**config.mk**
```make
export PLATFORM = sky130hd
export DESIGN_NAME = bp_cfg_boot_sequencer
export DESIGN_NICKNAME = d
export VERILOG_FILES = /design/src/rtl/bp_cfg_boot_sequencer.sv
export SDC_FILE = /design/constraint.sdc
export NUM_CORES = 1
export LEC_CHECK = 0
export ABC_CLOCK_PERIOD_IN_PS = 1880
export CORE_UTILIZATION = 31
export DETAILED_ROUTE_END_ITERATION = 12
export PLACE_DENSITY = 0.84
export SLEW_MARGIN = 5
export SYNTH_ARGS = -nofsm -noshare
export SYNTH_HDL_FRONTEND = slang
export SYNTH_SLANG_ARGS = --single-unit
export TNS_END_PERCENT = 1
```
**constraint.sdc**
```tcl
create_clock -name clk_i -period 1.88 [get_ports clk_i]
set_input_delay 0.376 -clock clk_i [delete_from_list [all_inputs] [get_ports clk_i]]
set_output_delay 0.376 -clock clk_i [all_outputs]
set_load 0.005 [all_outputs]
```
**src/rtl/bp_cfg_boot_sequencer.sv**
```systemverilog
// Boot-time config sequencer: freezes all cores, writes per-core config registers, drains, then unfreezes.
// Optional build macro BP_CFG_BOOT_TIMEOUT_EN adds an ack-wait timeout (timeout_cycles_p).
module bp_cfg_boot_sequencer #(
  parameter int num_core_p        = 4,
  parameter int core_id_width_p   = 6,
  parameter int cfg_addr_width_p  = 16,
  parameter int cfg_data_width_p  = 32,
  parameter int max_outstanding_p = 4
`ifdef BP_CFG_BOOT_TIMEOUT_EN
  , parameter int timeout_cycles_p = 1024
`endif
) (
  input  logic                        clk_i,
  input  logic                        reset_n_i,
  input  logic                        start_i,
  input  logic [cfg_data_width_p-1:0] icache_mode_i,
  input  logic [cfg_data_width_p-1:0] dcache_mode_i,
  input  logic [cfg_data_width_p-1:0] cce_mode_i,
  output logic                        cfg_v_o,
  input  logic                        cfg_ready_i,
  output logic [core_id_width_p-1:0]  cfg_dst_o,
  output logic [cfg_addr_width_p-1:0] cfg_addr_o,
  output logic [cfg_data_width_p-1:0] cfg_data_o,
  input  logic                        cfg_ack_v_i,
  output logic                        busy_o,
  output logic                        done_o,
  output logic                        err_o
);

  localparam int out_w_lp = $clog2(max_outstanding_p + 1);
  localparam logic [out_w_lp-1:0] max_out_lp = out_w_lp'(max_outstanding_p);
  localparam logic [core_id_width_p-1:0] last_core_lp = core_id_width_p'(num_core_p - 1);

  localparam logic [cfg_addr_width_p-1:0] addr_freeze_lp  = cfg_addr_width_p'(1);
  localparam logic [cfg_addr_width_p-1:0] addr_core_id_lp = cfg_addr_width_p'(2);
  localparam logic [cfg_addr_width_p-1:0] addr_icache_lp  = cfg_addr_width_p'(3);
  localparam logic [cfg_addr_width_p-1:0] addr_dcache_lp  = cfg_addr_width_p'(4);
  localparam logic [cfg_addr_width_p-1:0] addr_cce_lp     = cfg_addr_width_p'(5);

  typedef enum logic [2:0] {
    IDLE, FREEZE, CONFIG, DRAIN_CFG, UNFREEZE, DRAIN_FIN, DONE
  } state_e;

  state_e                      state_r, state_n;
  logic [core_id_width_p-1:0]  core_r, core_n;
  logic [1:0]                  reg_r, reg_n;
  logic [out_w_lp-1:0]         out_r, out_n;
  logic                        done_r, done_n;
  logic                        err_r, err_n;
  logic                        issue_state, accept, spurious, last_core;

  // Credit count: +1 on accept, -1 on ack, never below zero.
  function automatic logic [out_w_lp-1:0] credit_update(input logic [out_w_lp-1:0] cur,
                                                        input logic inc, input logic dec);
    if (inc && !dec) return cur + out_w_lp'(1);
    if (dec && !inc) return (cur == '0) ? '0 : cur - out_w_lp'(1);
    return cur;
  endfunction

  assign issue_state = (state_r == FREEZE) || (state_r == CONFIG) || (state_r == UNFREEZE);
  assign cfg_v_o     = issue_state && (out_r < max_out_lp);
  assign accept      = cfg_v_o && cfg_ready_i;
  assign spurious    = cfg_ack_v_i && (out_r == '0) && !accept;
  assign last_core   = (core_r == last_core_lp);
  assign busy_o      = (state_r != IDLE) && (state_r != DONE);
  assign done_o      = done_r;
  assign err_o       = err_r;

  always_comb begin
    cfg_dst_o  = '0;
    cfg_addr_o = '0;
    cfg_data_o = '0;
    if (cfg_v_o) begin
      cfg_dst_o = core_r;
      unique case (state_r)
        FREEZE: begin
          cfg_addr_o = addr_freeze_lp;
          cfg_data_o = cfg_data_width_p'(1);
        end
        UNFREEZE: cfg_addr_o = addr_freeze_lp;
        CONFIG: begin
          unique case (reg_r)
            2'd0: begin
              cfg_addr_o = addr_core_id_lp;
              cfg_data_o = cfg_data_width_p'(core_r);
            end
            2'd1: begin
              cfg_addr_o = addr_icache_lp;
              cfg_data_o = icache_mode_i;
            end
            2'd2: begin
              cfg_addr_o = addr_dcache_lp;
              cfg_data_o = dcache_mode_i;
            end
            default: begin
              cfg_addr_o = addr_cce_lp;
              cfg_data_o = cce_mode_i;
            end
          endcase
        end
        default: ;
      endcase
    end
  end

`ifdef BP_CFG_BOOT_TIMEOUT_EN
  localparam int tmo_w_lp = $clog2(timeout_cycles_p + 1);
  logic [tmo_w_lp-1:0] tmo_r, tmo_n;
  logic                tmo_hit;

  // Counts idle cycles spent waiting on acks; any channel activity restarts it.
  always_comb begin
    tmo_n   = tmo_r;
    tmo_hit = 1'b0;
    if (accept || cfg_ack_v_i) begin
      tmo_n = '0;
    end else if (out_r != '0) begin
      if (tmo_r == tmo_w_lp'(timeout_cycles_p - 1)) begin
        tmo_hit = 1'b1;
        tmo_n   = '0;
      end else begin
        tmo_n = tmo_r + tmo_w_lp'(1);
      end
    end
  end

  always_ff @(posedge clk_i or negedge reset_n_i) begin
    if (!reset_n_i) tmo_r <= '0;
    else            tmo_r <= tmo_n;
  end
`endif

  always_comb begin
    state_n = state_r;
    core_n  = core_r;
    reg_n   = reg_r;
    out_n   = credit_update(out_r, accept, cfg_ack_v_i);
    done_n  = done_r;
    err_n   = err_r;
    unique case (state_r)
      IDLE, DONE: begin
        if (start_i) begin
          state_n = FREEZE;
          core_n  = '0;
          reg_n   = '0;
          done_n  = 1'b0;
          err_n   = 1'b0;
        end
      end
      FREEZE, UNFREEZE: begin
        if (accept) begin
          if (last_core) begin
            state_n = (state_r == FREEZE) ? CONFIG : DRAIN_FIN;
            core_n  = '0;
          end else begin
            core_n = core_r + core_id_width_p'(1);
          end
        end
      end
      CONFIG: begin
        if (accept) begin
          reg_n = reg_r + 2'd1;
          if (reg_r == 2'd3) begin
            if (last_core) begin
              state_n = DRAIN_CFG;
              core_n  = '0;
            end else begin
              core_n = core_r + core_id_width_p'(1);
            end
          end
        end
      end
      // Barrier: nothing is unfrozen until every config write has been acked.
      DRAIN_CFG: if (out_r == '0) state_n = UNFREEZE;
      DRAIN_FIN: begin
        if (out_r == '0) begin
          state_n = DONE;
          done_n  = 1'b1;
        end
      end
      default: state_n = IDLE;
    endcase
    if (spurious) err_n = 1'b1;
`ifdef BP_CFG_BOOT_TIMEOUT_EN
    if (tmo_hit) begin
      state_n = DONE;
      done_n  = 1'b0;
      err_n   = 1'b1;
      out_n   = '0;
    end
`endif
  end

  always_ff @(posedge clk_i or negedge reset_n_i) begin
    if (!reset_n_i) begin
      state_r <= IDLE;
      core_r  <= '0;
      reg_r   <= '0;
      out_r   <= '0;
      done_r  <= 1'b0;
      err_r   <= 1'b0;
    end else begin
      state_r <= state_n;
      core_r  <= core_n;
      reg_r   <= reg_n;
      out_r   <= out_n;
      done_r  <= done_n;
      err_r   <= err_n;
    end
  end

endmodule

```
==> flow_metrics.env <==
export IMPL_status="complete, but fails checks"
export IMPL_violations="setup timing"
export IMPL_crit_family="buffers and inverters"
export IMPL_ys_ff_latch=16
export IMPL_grt_ovfl_total=0
export IMPL_grt_pass1_vias=2852
export IMPL_hold_viol=0
export IMPL_area_growth_pct=106
export IMPL_cts_buffers=3
export IMPL_fin_hold_ws_ns=0.444
export IMPL_ys_seq_area_frac=0.193
export IMPL_critical_path_required_ns=1.50
export IMPL_firstDrtPassIters=7
export IMPL_fin_util=0.668
export IMPL_ant_nets=0
export IMPL_clockBufferDepth=2
export IMPL_power_w=0.00359
export IMPL_grt_first_pass_wirelength_microns=14000
export IMPL_wire_per_inst_microns=16.5
export IMPL_drcViolationCount=0
export IMPL_setup_slack_ns=-0.370
export IMPL_crit_path_frequent_cell="buf_6"
export IMPL_fin_skew_ns=0.00235
export IMPL_reg2reg_from="state_r[1]$_DFFE_PN0P_"
export IMPL_ioPinCount=159
export IMPL_vdd_drop_max_uv=916
export IMPL_final_cells=567
export IMPL_antenna_found_initial=1
export IMPL_crit_path_top_delay_cell="dfrtp_1"
export IMPL_end_kind="output port"
export IMPL_fin_tns_setup_ns=-8.85
export IMPL_post_route_period_util=1.20
export IMPL_slowest_delay_ns=0.42
export IMPL_synth_cell_type_count=47
export IMPL_die_y_microns=83.8
export IMPL_cts_tree="built"
export IMPL_worst_path_buf_inv=4
export IMPL_via_per_inst=5.31
export IMPL_start_kind="register"
export IMPL_clkLatencyLatePin_ns=0.25
export IMPL_final_setup_viol_count=42
export IMPL_cts_root_buf="clkbuf_8"
export IMPL_crit_chain="buf_6 > ha_4 > buf_6 > buf_4 > a22oi_1 > nor2_2 > a21oi_1 > nor2_1 > clkdlybuf4s15_2"
export IMPL_synth_cells=303
export IMPL_p_leak_nw=1.78
export IMPL_period_needed_ns=2.25
export IMPL_place_hpwl_microns=6720
export IMPL_power_density_nw_per_um2=841
export IMPL_synth_warning_count=0
export IMPL_synth_area_per_cell_sq_um=6.84
export IMPL_drive_above_1_share=0.348
export IMPL_htree_levels=1
export IMPL_rsz0062_at_grt="true"
export IMPL_drt_wl_total_microns=9360
export IMPL_place_inst=547
export IMPL_grt_use_total=0.249
export IMPL_slew_violations=0
export IMPL_cp_depth=9
export IMPL_fmaxAchievable_mhz=444
export IMPL_core_area_sq_um=6390
export IMPL_crit_path_max_fanout=9
export IMPL_rows=29
export IMPL_place_port_buffers=145
export IMPL_nets=601
export IMPL_start_util=0.325
export IMPL_crit_type="register to output port"
export IMPL_rr_worst_depth=8
export IMPL_drtIter0Drc=131
export IMPL_design_die_area_sq_um=7020
export IMPL_globalplace_congestion=0.924
export IMPL_clk_pin_slew_ns=0.06
export IMPL_grt_max_degree=24
export IMPL_min_path_type="primary input to async pin"
export IMPL_cts_sinks=16
export IMPL_chipWidth_microns=83.8
export IMPL_rrSetupSlack_ns=-0.12
export IMPL_netlist_area_sq_um=2070
export IMPL_critPathArrivalTime_ns=1.87
export IMPL_reg2reg_to="core_r[4]$_DFFE_PN0P_"
export IMPL_max_cap_viol_count=0
export IMPL_num_vias=3012
-- layout by cell type, fill, tap and decap left out, types with 5 or more instances in the layout --
cell / synthesis / final
buf_4: 13 / 42
nand2b_1: 7 / 7
conb_1: 1 / 13
clkdlybuf4s50_1: 0 / 102
dfrtp_1: 16 / 13
a21oi_2: 0 / 7
nand2_1: 9 / 9
ha_1: 9 / 5
nor2_2: 1 / 7
o21ai_1: 2 / 6
buf_12: 0 / 6
inv_1: 9 / 7
buf_6: 3 / 13
a222oi_1: 6 / 6
a22oi_2: 0 / 24
a21oi_1: 43 / 36
o21ai_0: 14 / 10
nor2_1: 73 / 65
clkbuf_2: 0 / 10
buf_2: 1 / 25
-- cell families after synthesis --
logic type | Yosys count | synth area share
AND/OR/NAND/NOR | 119 | 0.272
XOR/XNOR | 1 | 0.00423
flip-flops | 16 | 0.193
multiplexers | 2 | 0.0103
adder cells (fa/ha/maj) | 9 | 0.0543
other | 1 | 0.00181
AO/OA/AOI/OAI | 108 | 0.344
buffers and inverters | 47 | 0.120
-- synth_stat cells, drive strengths merged --
master | instances | area, sq um
a211o | 1 | 8.76
a211oi | 1 | 7.51
a21oi | 44 | 231
a221o | 2 | 20.0
a222oi | 6 | 60.1
a22o | 1 | 8.76
a22oi | 26 | 195
a32o | 1 | 10.0
and2 | 4 | 25.0
buf | 17 | 136
clkbuf | 21 | 78.8
conb | 1 | 3.75
dfrtp | 16 | 400
ha | 9 | 113
inv | 9 | 33.8
mux2 | 1 | 11.3
mux2i | 1 | 10.0
nand2 | 9 | 33.8
nand2b | 8 | 57.6
nand3 | 2 | 10.0
nor2 | 74 | 280
nor2b | 5 | 33.8
nor3 | 8 | 45.0
nor3b | 3 | 33.8
nor4 | 2 | 12.5
nor4b | 1 | 8.76
o211a | 1 | 17.5
o21ai | 17 | 88.8
o21bai | 2 | 15.0
o22ai | 1 | 6.26
o2bb2ai | 1 | 8.76
o31ai | 4 | 35.0
or2 | 1 | 6.26
or3 | 2 | 17.5
xor2 | 1 | 8.76
-- routing by layer --
| metal | up-vias | GRT usage | routed length [microns] |
|---|---|---|---|
| met5 | - | 0 | 0 |
| met4 | 0 | 0.125 | 523 |
| met3 | 39 | 0.0307 | 587 |
| met2 | 146 | 0.467 | 4810 |
| met1 | 1396 | 0.272 | 3440 |
| li1 | 1431 | - | - |
-- through the flow --
stage,worst slack [ns],area [sq um]
after global placement,-0.450,3860
after detailed placement,-0.444,3860
final,-0.370,4270
after CTS,-0.351,4230
after global routing,-0.450,4270
after floorplan,0.0293,2120
-- registers in the layout, indices dropped and copies added, names as in the netlist --
name and cells:
core_r 6, done_o 1, err_o 1, out_r 3
reg_r 2, state_r 3
-- final cells by class --
cell class / count / area [sq um]
multi-input cells: 252 / 1730
well taps: 77 / 96.3
diodes: 1 / 2.50
flip-flops and latches: 16 / 404
inverters: 9 / 33.8
repair buffers: 209 / 1960
fillers: 491 / 2120
clock buffers: 3 / 41.3
-- power by group --
group | leakage (nW) | internal, W | switching [W]
Sequential | 0.208 | 0.000462 | 0.000109
Clock | 0.0216 | 0.000143 | 0.000120
Combinational | 1.55 | 0.00141 | 0.00134
-- worst max-delay path by stage --
stage / start / to / slack [ns]
final: reg_r[0]$_DFFE_PN0P_ / cfg_data_o[9] / -0.37
after CTS: reg_r[0]$_DFFE_PN0P_ / cfg_data_o[1] / -0.35
after detailed placement: icache_mode_i[0] / cfg_data_o[0] / -0.44
after floorplan: reg_r[0]$_DFFE_PN0P_ / cfg_data_o[31] / 0.03
after global routing: reg_r[0]$_DFFE_PN0P_ / cfg_data_o[1] / -0.45
after global placement: icache_mode_i[0] / cfg_data_o[0] / -0.45
-- repair_timing --
action / 4_1_cts / 5_1_grt
cloned: 3 / 0
setup endpoints to repair: 48 / 49
hold buffers: 0 / 0
pin swaps: 37 / 27
gates resized for setup: 196 / 33
setup buffers: 13 / 0
Power figures use the tool's default switching activity.
